**config.mk**
```make
export PLATFORM = sky130hd
export DESIGN_NAME = moving_average_window
export DESIGN_NICKNAME = d
export VERILOG_FILES = /design/src/rtl/moving_average_pkg.sv /design/src/rtl/ma_sample_ring.sv /design/src/rtl/moving_average_window.sv
export SDC_FILE = /design/constraint.sdc
export NUM_CORES = 1
export LEC_CHECK = 0
export BUFFER_PORTS_ARGS = -buffer_cell sky130_fd_sc_hd__buf_2
export CORE_ASPECT_RATIO = 0.6
export CORE_MARGIN = 2
export CORE_UTILIZATION = 50
export DETAILED_ROUTE_END_ITERATION = 7
export PLACE_DENSITY_LB_ADDON = 0.1
export SLEW_MARGIN = 20
export SYNTH_ARGS = -nofsm -noshare
export SYNTH_HDL_FRONTEND = slang
export SYNTH_SLANG_ARGS = --single-unit
```
**constraint.sdc**
```tcl
create_clock -name clk -period 8.6 [get_ports clk]
set_input_delay 1.29 -clock clk [delete_from_list [all_inputs] [get_ports clk]]
set_output_delay 1.29 -clock clk [all_outputs]
set_load 0.05 [all_outputs]
```
**src/rtl/moving_average_pkg.sv**
```systemverilog
// moving_average_pkg
//   Shared constants and helpers for the moving-average filters.
//   - DEFAULT_DATA_WIDTH / DEFAULT_MAX_LOG2_WIN: default parameter values,
//     common to the fixed-mode filter and moving_average_window.
//   - sum_width(): width of a running sum that can never overflow.
//   - clamp_log2(): limits a requested window log2 to the largest window.
package moving_average_pkg;

    localparam int DEFAULT_DATA_WIDTH   = 16;
    localparam int DEFAULT_MAX_LOG2_WIN = 4;

    // 2^max_log2_win samples of data_width bits each sum without overflow
    // in data_width + max_log2_win bits.
    function automatic int sum_width(input int data_width, input int max_log2_win);
        return data_width + max_log2_win;
    endfunction

    function automatic int clamp_log2(input int req, input int max_log2_win);
        return (req > max_log2_win) ? max_log2_win : req;
    endfunction

endpackage

```
**src/rtl/ma_sample_ring.sv**
```systemverilog
// ma_sample_ring
//   Circular sample buffer of 2^MAX_LOG2_WIN entries. One write port at the
//   write pointer, one asynchronous read port at an address supplied by the
//   caller. Storage is not reset; only the write pointer is.
// Ports
//   clk, rst   : clock, asynchronous active-high reset (write pointer only)
//   we         : write wdata at wp and advance wp this cycle
//   wdata      : sample to store
//   rd_addr    : asynchronous read address
//   wp         : current write pointer, wraps modulo the depth
//   rd_data    : ring[rd_addr]; reflects contents before this cycle's write
module ma_sample_ring
    import moving_average_pkg::*;
#(
    parameter int DATA_WIDTH   = DEFAULT_DATA_WIDTH,
    parameter int MAX_LOG2_WIN = DEFAULT_MAX_LOG2_WIN
) (
    input  logic                    clk,
    input  logic                    rst,
    input  logic                    we,
    input  logic [DATA_WIDTH-1:0]   wdata,
    input  logic [MAX_LOG2_WIN-1:0] rd_addr,
    output logic [MAX_LOG2_WIN-1:0] wp,
    output logic [DATA_WIDTH-1:0]   rd_data
);

    localparam int DEPTH = 1 << MAX_LOG2_WIN;

    logic [DATA_WIDTH-1:0] ring [DEPTH];

    assign rd_data = ring[rd_addr];

    always_ff @(posedge clk or posedge rst) begin
        if (rst) begin
            wp <= '0;
        end else if (we) begin
            wp <= wp + MAX_LOG2_WIN'(1);
        end
    end

    always_ff @(posedge clk) begin
        if (we) begin
            ring[wp] <= wdata;
        end
    end

endmodule

```
**src/rtl/moving_average_window.sv**
```systemverilog
// moving_average_window
//   Exact boxcar average over a runtime-selectable window of 2^win_log2
//   samples (1 .. 2^MAX_LOG2_WIN), kept as a lossless running sum over a
//   circular sample buffer. One averaged sample per accepted input once the
//   window is full.
// Ports
//   clk, rst   : clock, asynchronous active-high reset
//   clear      : synchronous restart of the fill (buffer contents kept)
//   win_log2   : requested window log2, clamped to MAX_LOG2_WIN
//   in_valid   : din is accepted this cycle (no backpressure)
//   din        : signed input sample
//   out_valid  : single-cycle strobe, dout is new
//   dout       : signed window average, floored toward -inf
//   full       : the active window holds 2^win_act samples
//
// Handshake: the producer asserts in_valid for exactly the cycles it has a
// sample; every such cycle consumes din (there is no ready). out_valid is a
// one-cycle strobe with no ready either; dout is held between strobes.
//
// Fill state is implicit in the fill counter: FILLING while fill < 2^win_act,
// FULL otherwise. Any restart (clear, or a change of the clamped window)
// drops back to FILLING; a sample accepted in the restart cycle is the first
// sample of the new window.
module moving_average_window
    import moving_average_pkg::*;
#(
    parameter int DATA_WIDTH   = DEFAULT_DATA_WIDTH,
    parameter int MAX_LOG2_WIN = DEFAULT_MAX_LOG2_WIN
) (
    input  logic                                 clk,
    input  logic                                 rst,
    input  logic                                 clear,
    input  logic [$clog2(MAX_LOG2_WIN+1)-1:0]    win_log2,
    input  logic                                 in_valid,
    input  logic signed [DATA_WIDTH-1:0]         din,
    output logic                                 out_valid,
    output logic signed [DATA_WIDTH-1:0]         dout,
    output logic                                 full
);

    localparam int WL_W   = $clog2(MAX_LOG2_WIN + 1);
    localparam int SW     = sum_width(DATA_WIDTH, MAX_LOG2_WIN);
    localparam int AW     = MAX_LOG2_WIN;
    localparam int FILL_W = MAX_LOG2_WIN + 1;

    logic [WL_W-1:0]        win_act;
    logic signed [SW-1:0]   sum;
    logic [FILL_W-1:0]      fill;

    logic [WL_W-1:0]        win_req;
    logic                   restart;
    logic [FILL_W-1:0]      win_size;
    logic [FILL_W-1:0]      win_size_next;
    logic [AW-1:0]          wp;
    logic [AW-1:0]          rd_addr;
    logic [DATA_WIDTH-1:0]  old;
    logic signed [SW-1:0]   din_ext;
    logic signed [SW-1:0]   old_term;

    logic [WL_W-1:0]        win_next;
    logic signed [SW-1:0]   sum_next;
    logic [FILL_W-1:0]      fill_next;
    logic                   full_next;
    logic                   out_fire;
    logic signed [SW-1:0]   avg;

    // The sample leaving the window sits 2^win_act entries behind wp; the
    // subtraction is done one bit wider and truncated so it wraps modulo the
    // depth (a full-depth window reads the slot about to be overwritten).
    always_comb begin
        win_size = FILL_W'(1) << win_act;
        rd_addr  = AW'({1'b0, wp} - win_size);
    end

    ma_sample_ring #(
        .DATA_WIDTH   (DATA_WIDTH),
        .MAX_LOG2_WIN (MAX_LOG2_WIN)
    ) u_ring (
        .clk     (clk),
        .rst     (rst),
        .we      (in_valid),
        .wdata   (din),
        .rd_addr (rd_addr),
        .wp      (wp),
        .rd_data (old)
    );

    always_comb begin
        win_req  = WL_W'(clamp_log2(int'(win_log2), MAX_LOG2_WIN));
        restart  = clear || (win_req != win_act);
        din_ext  = {{MAX_LOG2_WIN{din[DATA_WIDTH-1]}}, din};
        // Until the window is full nothing has aged out yet.
        old_term = full ? {{MAX_LOG2_WIN{old[DATA_WIDTH-1]}}, old} : '0;
    end

    always_comb begin
        win_next  = win_act;
        sum_next  = sum;
        fill_next = fill;
        if (restart) begin
            win_next = win_req;
            if (in_valid) begin
                sum_next  = din_ext;
                fill_next = FILL_W'(1);
            end else begin
                sum_next  = '0;
                fill_next = '0;
            end
        end else if (in_valid) begin
            sum_next  = sum + din_ext - old_term;
            fill_next = (fill == win_size) ? fill : fill + FILL_W'(1);
        end
        win_size_next = FILL_W'(1) << win_next;
        full_next     = (fill_next == win_size_next);
        out_fire      = in_valid && full_next;
        avg           = sum_next >>> win_next;
    end

    always_ff @(posedge clk or posedge rst) begin
        if (rst) begin
            win_act   <= '0;
            sum       <= '0;
            fill      <= '0;
            full      <= 1'b0;
            out_valid <= 1'b0;
            dout      <= '0;
        end else begin
            win_act   <= win_next;
            sum       <= sum_next;
            fill      <= fill_next;
            full      <= full_next;
            out_valid <= out_fire;
            // An average of in-range samples always fits in DATA_WIDTH.
            if (out_fire) begin
                dout <= DATA_WIDTH'(avg);
            end
        end
    end

endmodule

```
# Word-level counts from Yosys, hierarchy flattened
# Memory sizes are Yosys's and may differ from the RTL's.
# Cells that the tools add are included.
# Widths: inputs -> output; s select.
[totals] register_bits=50 out_inout_bits=18 mem_count=1 input_bits=23 mem_bits_rw=256
[op_classes] shifts=3 mux=12 n_eq_ne=3 order_cmp=1 reduce_logical=2 n_addsub=5
[memory_table] memory="u_ring.ring" depth=16 width=16 read_ports=1 rd_clocked_by_memory_dff=0 wr=1 line_no="ma_sample_ring.sv:29" rtl="logic [DATA_WIDTH-1:0] ring [DEPTH];"
[op_table] cell="$mux 20" n=4
[op_table] cell="$add 20x16->20" n=1
[op_table] cell="$sshr 20x3->16" n=1
[op_table] cell="$sub 20x20->20" n=1
[op_table] cell="$mux 5" n=3
[op_table] cell="$eq 5x5->1" n=2
[op_table] cell="$shl 1x3->5 const A" n=2
[op_table] cell="$mux 3" n=2
[op_table] cell="$add 5x1->5 const B" n=1
[op_table] cell="$add 4x1->4 const B" n=1
[op_table] cell="$sub 4x4->4" n=1
[op_table] cell="$gt 3x3->1 const B" n=1
[op_table] cell="$mux 1" n=3
[op_table] cell="$ne 3x3->1" n=1
[op_table] cell="$logic_and 1x1->1" n=1
[op_table] cell="$logic_or 1x1->1" n=1

# Logic depth before layout (Yosys ltp)
[depth] ltp_word=8 ltp_mapped=25 mapped_depth_nobuf=22

# By module
# A second synthesis with hierarchy kept.
[unflattened] cells_unflattened=996 hier_area_um2=14810.5
[by_module_without_submodules] mod="ma_sample_ring" area_each_um2=9964.6 instances=1 seq_area_each_um2=7787.5 cells_per_inst=433
[by_module_without_submodules] mod="moving_average_window" area_each_um2=4845.9 instances=1 seq_area_each_um2=1151.1 cells_per_inst=563

# Least setup slack after synthesis
# Ideal clock, no wire load.
[synth_timing] path_type="reg-to-reg" from="register win_act[2]" to="register dout[9]" setup_time_ps=121 path_stages_with_launch=23 arrival_time_ps=5607 required_ps=8479 n_path_buf=3 setup_slack_ps=2872 path_cell_list="dfrtp_1 buf_2 or3b_2 fa_1 clkbuf_1 clkbuf_1 mux4_2 nand2_1 nand2_1 o211a_1 ha_1 inv_1 ha_1 fa_1 a21o_1 a221oi_2 nor2_1 nor4b_1 nor4_1 o41ai_1 a21oi_1 a311o_1 a22o_1"
[synth_between] elab_chain_cells=8 word_cells_on_any_way=18
[synth_lines] item="start: declaration" line_no="moving_average_window.sv:46" rtl="logic [WL_W-1:0] win_act;"
[synth_lines] item="start signal: assignment" line_no="moving_average_window.sv:128" rtl="win_act <= win_next;"
[synth_lines] item="$shl 1x3->5" line_no="moving_average_window.sv:71" rtl="win_size = FILL_W'(1) << win_act;"
[synth_lines] item="$sub 4x4->4" line_no="moving_average_window.sv:72" rtl="rd_addr = AW'({1'b0, wp} - win_size);"
[synth_lines] item="$mem_v2 16x16"
[synth_lines] item="$mux 20" line_no="moving_average_window.sv:93" rtl="old_term = full ? {{MAX_LOG2_WIN{old[DATA_WIDTH-1]}}, old} : '0;"
[synth_lines] item="$sub 20x20->20" line_no="moving_average_window.sv:110" rtl="sum_next = sum + din_ext - old_term;"
[synth_lines] item="$mux 20" line_no="moving_average_window.sv:109" rtl="end else if (in_valid) begin"
[synth_lines] item="$mux 20" line_no="moving_average_window.sv:100" rtl="if (restart) begin"
[synth_lines] item="$sshr 20x3->16" line_no="moving_average_window.sv:116" rtl="avg = sum_next >>> win_next;"
[synth_lines] item="end signal: assignment" line_no="moving_average_window.sv:135" rtl="dout <= DATA_WIDTH'(avg);"
[synth_lines] item="end: declaration" line_no="moving_average_window.sv:37" rtl="output logic signed [DATA_WIDTH-1:0] dout,"
# Several ways; a longest one is shown, not always the timed one.
# A chain may end at the register's enable or synchronous reset.

# Worst setup path after layout
[layout_timing] from="register win_act[0]" to="register dout[10]"
# Same word-level chain as after synthesis.

==> metrics list <==
* Overall power: 5.16 mW
* Count of buffers inserted at the top-level ports: 40
- Path category of the worst min-delay check: reg2reg
- The total count of max-transition violations in the final report is 0.
- After clock tree synthesis, the clock-pin slew on the worst setup and hold paths is about 0.080 ns.
- OpenSTA, run right after detailed placement, puts the worst setup slack at around 1.7 ns.
- Yosys printed 0 warnings.
* Mapped Area: approximately 0.015 mm2
- Core ar.: 0.0289 mm2
- The detailed router placed about 9,000 vias in this run.
- Buffers inserted to repair hold after CTS numbered 0.
* # resized after CTS: 0
* Max Fclk: between 0.1 and 0.15 GHz
- Using the TritonRoute via totals, the vias-per-cell ratio works out to ~6.
* TritonCTS clock tree: yes
- Setup TNS: 0 ns
- Slew at the pin closest to its max-slew limit: roughly 1.1 ns
- Global route overflow: 0
- Post-DP HPWL: approximately 22 mm
- Flip-flop and latch count after synthesis: ~310
* Wire length of the first global-routing pass: between 50 and 60 mm
- The final hold violation count was 0.
* Slew headroom: 0.297
* Area contributors post-synth: edfxtp_1 (52%), mux4_2 (10%), dfrtp_1 (8.5%)
- In this run the clock root is driven by a clkbuf_16.
- STA classifies the critical path endpoint as a flip-flop.
- In the global route stage, overall resource usage came out at 0.238.
* Post-CTS setup-driven buffer insertion count: 0
- Number of diodes: 0
- Startpoint types: flip-flop
- Setup repair after global routing left no endpoint under its margin.
* Slack of the critical path: 1.53 ns
- The critical path goes through nor3_1, ha_4, inv_1, fa_4, mux4_2, nand2_1, nand2_1, o211a_1, ha_1, inv_1, ha_1, fa_1, a21o_1, a221oi_2, nor2_1, nor4b_1, nor4_1, nor3_1, mux2i_1, a211oi_1, o31ai_2.
* CP arrival: 7.49 ns
- Maximum number of pins on one net before global-route repair: around 70
- The worst setup path is of the reg2reg kind.
* Period utilization: 0.822
- Non-Filler Cell Area, Final: 0.0165 mm2
- Area occupied by multi-input gates: 0.00533 mm2
- Main synth FF type: edfxtp_1
* Required time at the worst-slack endpoint: roughly 9.0 ns
- Skew-Pair Late Insertion Delay: 0.57 ns
- Max-cap violation count: 0
* Final Critical Period: roughly 7 ns
* Number of nets in the final layout: approximately 1,200
- After detailed routing, the total wire length is between 30 and 40 mm.
- In the final layout, the share of cells above drive strength 1 is 0.194.
- The number of global-route vias before repair was between 8,000 and 9,000.
* Antenna violation net count after detailed routing: 0
- The longest clock path from root to sink contains 3 buffers.
- Die Height: between 100 and 150 um
- Initial detailed-routing violation count: roughly 1,100
* Number of iterations in the first detailed-routing pass: 5
- Syn_nets: 1,113
- Die Outline Area: approximately 0.031 mm2
- From synthesis to final layout, the design area changed by 11.5%.
- Seq. cell area: roughly 0.0089 mm2
- Initial standard-cell utilization of the core: 0.511
- Along the worst path, the maximum fanout reaches 49.
- Std-Cell Rows: 48
- Slowest stage delay, CP: 1.33 ns
* Cts bufs inserted: 28
- The initial antenna violation count came to 0.
- The largest total area in the synthesized netlist belongs to edfxtp_1.
- Clock tree synthesis found a total of 306 sinks.
- In this run the horizontal extent of the chip is approximately 230 um.
* Top-area cell type share of the netlist area: 0.519
* Worst supply voltage drop on vdd: 0.000233 V
- The library cells used most frequently in the layout, excluding fill and tap cells, are edfxtp_1 (256), nand2_1 (130), inv_1 (89).
- After detailed routing, the average wire length per cell comes to between 20 and 25 um.
- DRC errors left: 0
- DP Area: around 0.015 mm2
- Final setup viols: 0
* Critical-path top delay cell: fa_4
- In the synthesized netlist, the number of instances is between 1,000 and 1,500.
- CTS HTree Levels: 1
- Filler cell count: 2,326
- Number of synthesized flops with an enable pin: approximately 260
- The run finished with clean final reports.
* Final Skew: 0.0214 ns
* Global placer's final weighted congestion: between 0.8 and 0.9
* Share of the yosys chip area belonging to registers: 0.604
- Power density of the placed cells: around 310 mW/mm2
- For this design the static power due to leakage is around 6.3 nW.
* Count of cell types in the netlist: between 70 and 80
- Synthesized area divided by synthesized cell count: between 10 and 15 um2
- Proportion of register bits with asynchronous set or reset after synthesis: 0.163
- Number of primary I/O pins: between 40 and 50
- Worst hold slack: 0.479 ns
* Commonest non-fill, non-tap cell in the layout: edfxtp_1
[per-layer routing]
| metal | wire, um | vias up | global-route usage |
|---|---|---|---|
| met3 | 2420 | 38 | 0.0309 |
| met4 | 442 | 0 | 0.0347 |
| li1 | - | 4018 | - |
| met1 | 18200 | 4639 | 0.406 |
| met5 | 0 | - | 0 |
| met2 | 14700 | 307 | 0.326 |
[logic make-up after synthesis]
| family | count (synthesis) | synth area share |
|---|---|---|
| compound gates | 147 | 0.0762 |
| xor+xnor | 24 | 0.0152 |
| fa+ha+maj | 49 | 0.0516 |
| buf+inv | 144 | 0.0395 |
| flops | 306 | 0.604 |
| mux | 97 | 0.125 |
| simple gates | 274 | 0.0892 |
[flip-flops by register name, indices dropped and copies added, names as in the netlist]
name / cells
u_ring.wp: 4
dout: 16
out_valid: 1
win_act: 3
sum: 20
full: 1
fill: 5
u_ring.ring: 256
[per-stage QoR]
| step | util | cells |
|---|---|---|
| 2_1_floorplan | - | 1041 |
| 3_3_place_gp | 0.535 | 1452 |
| 3_5_place_dp | 0.535 | 1452 |
| 4_1_cts | 0.570 | 1504 |
| 5_1_grt | 0.570 | 1505 |
| 6_report | 0.570 | 1505 |
[power by group]
part           internal (mW)  switching [mW]
clock network          0.783           0.576
registers               1.78          0.0649
logic                  0.779            1.18
[layout make-up]
type,count,area share
multi-input cells,591,0.323
clock buffers,28,0.0424
repair buffers,64,0.0235
well taps,400,0.0303
clock inverters,24,0.0186
flip-flops and latches,306,0.541
inverters,92,0.0209
[cells in the mapped netlist (3+ instances only)]
cell / number
a211oi_1: 5
a21o_1: 12
a21oi_1: 25
a22o_1: 3
a311oi_1: 3
a31oi_1: 7
and2_1: 21
and3_1: 8
and4_1: 3
buf_1: 9
buf_2: 8
buf_6: 4
clkbuf_1: 30
dfrtp_1: 50
edfxtp_1: 256
fa_1: 20
ha_1: 29
inv_1: 90
mux2_2: 7
mux2i_1: 21
mux4_2: 69
nand2_1: 130
nand3_1: 38
nand3b_1: 4
nand4_1: 8
nor2_1: 26
nor3_1: 13
nor3b_1: 3
nor4b_1: 3
o2111ai_1: 4
o211a_1: 16
o211ai_1: 7
o21a_1: 3
o21ai_0: 15
o21ai_1: 4
o31a_1: 4
o31ai_1: 11
or3_1: 3
xnor2_1: 13
xor2_1: 9
[path summary, 6_finish.rpt]
| kind | cells past startpoint | start | slack (ns) | endpoint |
|---|---|---|---|---|
| worst min register to register | 2 | dout[15] | 0.48 | dout[15] |
| worst max-delay path | 21 | win_act[0] | 1.53 | dout[10] |
| worst max register to register | 21 | win_act[0] | 1.53 | dout[10] |
| max in group asynchronous | 3 | rst | 7.19 | sum[8] |
| worst min-delay path | 2 | dout[15] | 0.48 | dout[15] |
| min in group asynchronous | 3 | rst | 0.90 | fill[1] |
[worst max-delay path, delay by kind of cell (launching register included)]
family                     cells  cell delay (ns)
buffers and inverters          2             0.10
DFF                            1             0.51
and+or+nand+nor                7             1.74
adders and majority gates      5             2.47
AOI/OAI and AO/OA              5             1.40
muxes                          2             0.66
Note: power is estimated with default switching activity, not from simulation.
